[src/rtl/gray_diff_sequencer.sv]
// Sweeps all 2^GC_LEN Gray codes under valid/ready handshake, tagging each
// pattern with a one-hot select of the bit that flipped relative to the last.
module gray_diff_sequencer #(
  parameter int GC_LEN     = 2,
  parameter int SEL_LENGTH = GC_LEN + 1
) (
  input  logic                  clk,
  input  logic                  rstn,
  input  logic                  in_start,
  input  logic                  in_abort,
  input  logic                  in_ready,
  output logic                  out_valid,
  output logic [GC_LEN-1:0]     out_GC,
  output logic [SEL_LENGTH-1:0] out_sel_TP,
  output logic                  out_last,
  output logic                  out_busy
);

  localparam logic [0:0]        S_IDLE = 1'b0;
  localparam logic [0:0]        S_RUN  = 1'b1;
  localparam logic [GC_LEN-1:0] N_MAX  = '1;

  logic [0:0]        state_q, state_d;
  logic [GC_LEN-1:0] n_q, n_d;
  logic              run;
  logic [GC_LEN-1:0] low_bit;
  logic [GC_LEN:0]   sel_w;

  assign run = (state_q == S_RUN);

  always_comb begin
    state_d = state_q;
    n_d     = n_q;
    if (in_abort) begin
      state_d = S_IDLE;
      n_d     = '0;
    end else if (!run) begin
      if (in_start) begin
        state_d = S_RUN;
        n_d     = '0;
      end
    end else if (in_ready) begin
      if (n_q == N_MAX) begin
        state_d = S_IDLE;
        n_d     = '0;
      end else begin
        n_d = n_q + GC_LEN'(1'b1);
      end
    end
  end

  always_ff @(posedge clk or negedge rstn) begin
    if (!rstn) begin
      state_q <= S_IDLE;
      n_q     <= '0;
    end else begin
      state_q <= state_d;
      n_q     <= n_d;
    end
  end

  // Incrementing n flips Gray bit ctz(n): isolate n's lowest set bit and
  // shift it up one slot, with slot 0 reserved for the initial pattern.
  assign low_bit = n_q & (~n_q + GC_LEN'(1'b1));
  assign sel_w   = run ? {low_bit, (n_q == '0)} : '0;

  assign out_valid  = run;
  assign out_busy   = run;
  assign out_GC     = run ? (n_q ^ (n_q >> 1)) : '0;
  assign out_sel_TP = SEL_LENGTH'(sel_w);
  assign out_last   = run && (n_q == N_MAX);

endmodule

[config.mk]
export PLATFORM = sky130hd
export DESIGN_NAME = gray_diff_sequencer
export DESIGN_NICKNAME = d
export VERILOG_FILES = /design/src/rtl/gray_diff_sequencer.sv
export SDC_FILE = /design/constraint.sdc
export NUM_CORES = 1
export LEC_CHECK = 0
export CORE_AREA = 2 2 39 41
export DETAILED_ROUTE_END_ITERATION = 8
export DIE_AREA = 0 0 41 43
export PLACE_DENSITY = 0.51
export SYNTH_ARGS = -nofsm -noshare
export SYNTH_HDL_FRONTEND = slang
export SYNTH_SLANG_ARGS = --single-unit
[constraint.sdc]
create_clock -name clk -period 1.2 [get_ports clk]
set_input_delay 0.18 -clock clk [delete_from_list [all_inputs] [get_ports clk]]
set_output_delay 0.18 -clock clk [all_outputs]
set_load 0.05 [all_outputs]
==> metrics.csv <==
stage;metric;value;unit
finish;final net count;55;
clock_tree;clock tree buffer depth;2;
synthesis;Async SR Flop Fraction;100;%
die;Horiz. Die Dim;41;um
routing;Initial DRC Count;1;
die;Floorplan Core Area;0.00138;sq mm
clock_tree;Root Driver;clkbuf_4;
synthesis;cells taking the most area after synthesis;dfrtp_1 32%, ha_1 16%, and2_1 13%, a32o_1 8.6%, nor2b_1 5.3%;
synthesis;syn_area_per_cell;9.75;sq um
placement;RePlAce Congestion;0.673;
timing;Fmax;0.711;GHz
timing;worst slew pin tran;0.183;ns
finish;share of layout cells above drive strength 1;65.2;%
status;status;finished, violations left;
timing;post-layout min period;1.41;ns
power_and_ir_drop;Worst IR Drop VDD;528;uV
timing;Final Slew Violations;0;
timing;Tcrit/Tclk final;117;%
die;IO Pins;13;
global_routing;largest net degree at the start of global routing;9;
timing;Worst slew margin;87.8;%
clock_tree;clock-pin slew on the worst setup and hold paths;0.04;ns
routing;DRT Pass-1 Iters;4;
synthesis;Post-Syn Instances;24;
global_routing;vias in the first global route;223;
clock_tree;Num CTS Buffers;3;
power_and_ir_drop;leakage;0.253;nW
power_and_ir_drop;sequential group share of total power;26.5;%
routing;Vias;244;
routing;ANT nets after route;0;
finish;area delta synth->final;142;%
setup_path;reg2reg setup slack;-0.12;ns
routing;Vias per Instance;3.94;
clock_tree;clock sinks;3;
global_routing;initial antenna violation count;0;
global_routing;first-pass GRT wire length;828;um
setup_path;startpoint types;flip-flop;
status;failing checks;negative setup slack;
synthesis;register area share after synthesis;32.1;%
placement;Final HPWL DP;436;um
power_and_ir_drop;Tot Pwr;0.428;mW
timing;skew final;0.00158;ns
synthesis;Post-Syn Area;234;sq um
synthesis;Post-synth top cells;5 x and2_1, 3 x dfrtp_1, 3 x ha_1, 3 x inv_1;
timing;Final TNS setup;-1.16;ns
placement;Port Buffers;12;
power_and_ir_drop;Gate power share;32.7;%
synthesis;number of synthesized register bits;3;
synthesis;post-synth top area cell;dfrtp_1;
setup_path;worst-path fanout max;4;
power_and_ir_drop;Power Dens Cells;756;mW/mm^2
power_and_ir_drop;Switching Share;28.8;%
finish;Diodes inserted;0;
die;Initial Utilization;16.9;%
synthesis;top-count cell post-synth;and2_1;
clock_tree;htree depth;1;
die;FP Rows;14;
clock_tree;CTS tree;built;
routing;DRC Markers;0;
synthesis;ys flop type;dfrtp_1;
setup_path;CP Data Required Time;1.02;ns
power_and_ir_drop;internal power;0.304;mW
routing;drt total wl;577;um
power_and_ir_drop;NetSw;0.123;mW
timing;crit path setup slack, layout;-0.206;ns
timing;Final setup viols;8;
global_routing;Remaining Overflow, GRT;0;
setup_path;Worst Path Arrival;1.23;ns
synthesis;syn_nets;32;
die;Die ar.;0.00176;sq mm
global_routing;total track usage;7.45;%
timing;RSZ-0062 raised after global routing;true;
setup_path;Setup crit end kind;primary output;
worst_hold_path;Hold Path Class;input pin to asynchronous set/reset pin;
synthesis;Syn. warnings;0;
die;Chip Height;43;um
power_and_ir_drop;Clk pwr share;40.8;%
clock_tree;Skew-Pair Late Insertion Delay;0.23;ns
setup_path;R2R cell count;6;
timing;Hold Vio Cnt, Final;0;
flow_run;Max Cap Violations;0;
synthesis;number of synthesized flops with an enable pin;0;
synthesis;top-area cell type share of the netlist area;32.1;%
routing;Routed WL per cell;9.31;um
setup_path;CP Class;flip-flop to primary output;
synthesis;Unique masters post-synth;12;
clock_tree;CTS Hold Bufs;0;
metal layers:
metal | up-vias | global-route usage (%) | share of wire [%]
met4 | 0 | 6.00 | 0
met5 | - | 0 | 0
li1 | 122 | - | -
met1 | 113 | 8.77 | 38
met2 | 9 | 10.0 | 55
met3 | 0 | 3.14 | 7.3
path summary, 6_finish.rpt:
| check | to | start |
|---|---|---|
| max reg2reg | out_busy$_DFF_PN0_ | n_q[1]$_DFFE_PN0P_ |
| min | n_q[1]$_DFFE_PN0P_ | rstn |
| max in group asynchronous | out_busy$_DFF_PN0_ | rstn |
| min reg2reg | n_q[1]$_DFFE_PN0P_ | n_q[1]$_DFFE_PN0P_ |
| min in group clk | out_busy$_DFF_PN0_ | in_abort |
| max | out_last | n_q[1]$_DFFE_PN0P_ |
cells in the final DEF, fill, tap and decap left out, types with 2 or more instances in the layout:
master           count
buf_4                4
clkdlybuf4s50_1      4
and2_4               2
buf_12               8
a32o_1               2
clkbuf_4             3
nor2b_1              2
buf_6                3
dfrtp_1              2
inv_2                2
and2_2               4
repair_timing:
item,in CTS,in global routing
gates resized for setup,5,3
setup buffers,4,1
setup endpoints to repair,8,9
cloned,0,0
pin swaps,3,1
final cells by class:
type	count	area, sq um
Clock buffer	4	26.3
Timing Repair Buffer	19	264
Tap cell	16	20.0
Fill cell	133	818
Inverter	3	11.3
Sequential cell	3	76.3
Multi-Input combinational cell	17	168
power groups by stage:
stage / Sequential [mW] / Clock, mW / Combinational, mW
3_3_place_gp: 0.118 / 0 / 0.122
4_1_cts: 0.114 / 0.188 / 0.138
6_report: 0.113 / 0.174 / 0.140
2_1_floorplan: 0.123 / 0 / 0.0507
3_5_place_dp: 0.119 / 0 / 0.123
5_1_grt: 0.115 / 0.196 / 0.147
cells by family (layout without fill, tap and decap cells):
kind of cell | count (synthesis) | after routing | synth area share, %
simple gates | 9 | 9 | 24.1
buf+inv | 4 | 26 | 8.02
fa+ha+maj | 3 | 3 | 16.0
compound gates | 3 | 3 | 11.8
flops | 3 | 3 | 32.1
xor+xnor | 1 | 1 | 3.74
mux | 1 | 1 | 4.28
per-stage QoR:
stage	utilization, %	hold WS, ns	std cells	setup slack [ns]	instance area (sq um)
2_1_floorplan	-	-0.116	24	-0.0674	243
3_3_place_gp	34.0	0.371	53	-0.00489	470
3_5_place_dp	34.0	0.373	53	-0.0314	470
4_1_cts	39.2	0.121	61	-0.235	542
5_1_grt	40.9	0.133	62	-0.246	566
6_report	40.9	0.130	62	-0.206	566
critical path, stage by stage (launching register included):
cell and delay (ns):
dfrtp_1 0.41, buf_6 0.13, ha_2 0.16, and2_4 0.15, buf_12 0.14
sequential cells by signal (all words and copies together), names as in the netlist:
signal and flops:
out_busy 1, n_q 2
No activity file was read; power rests on OpenSTA's default activity.
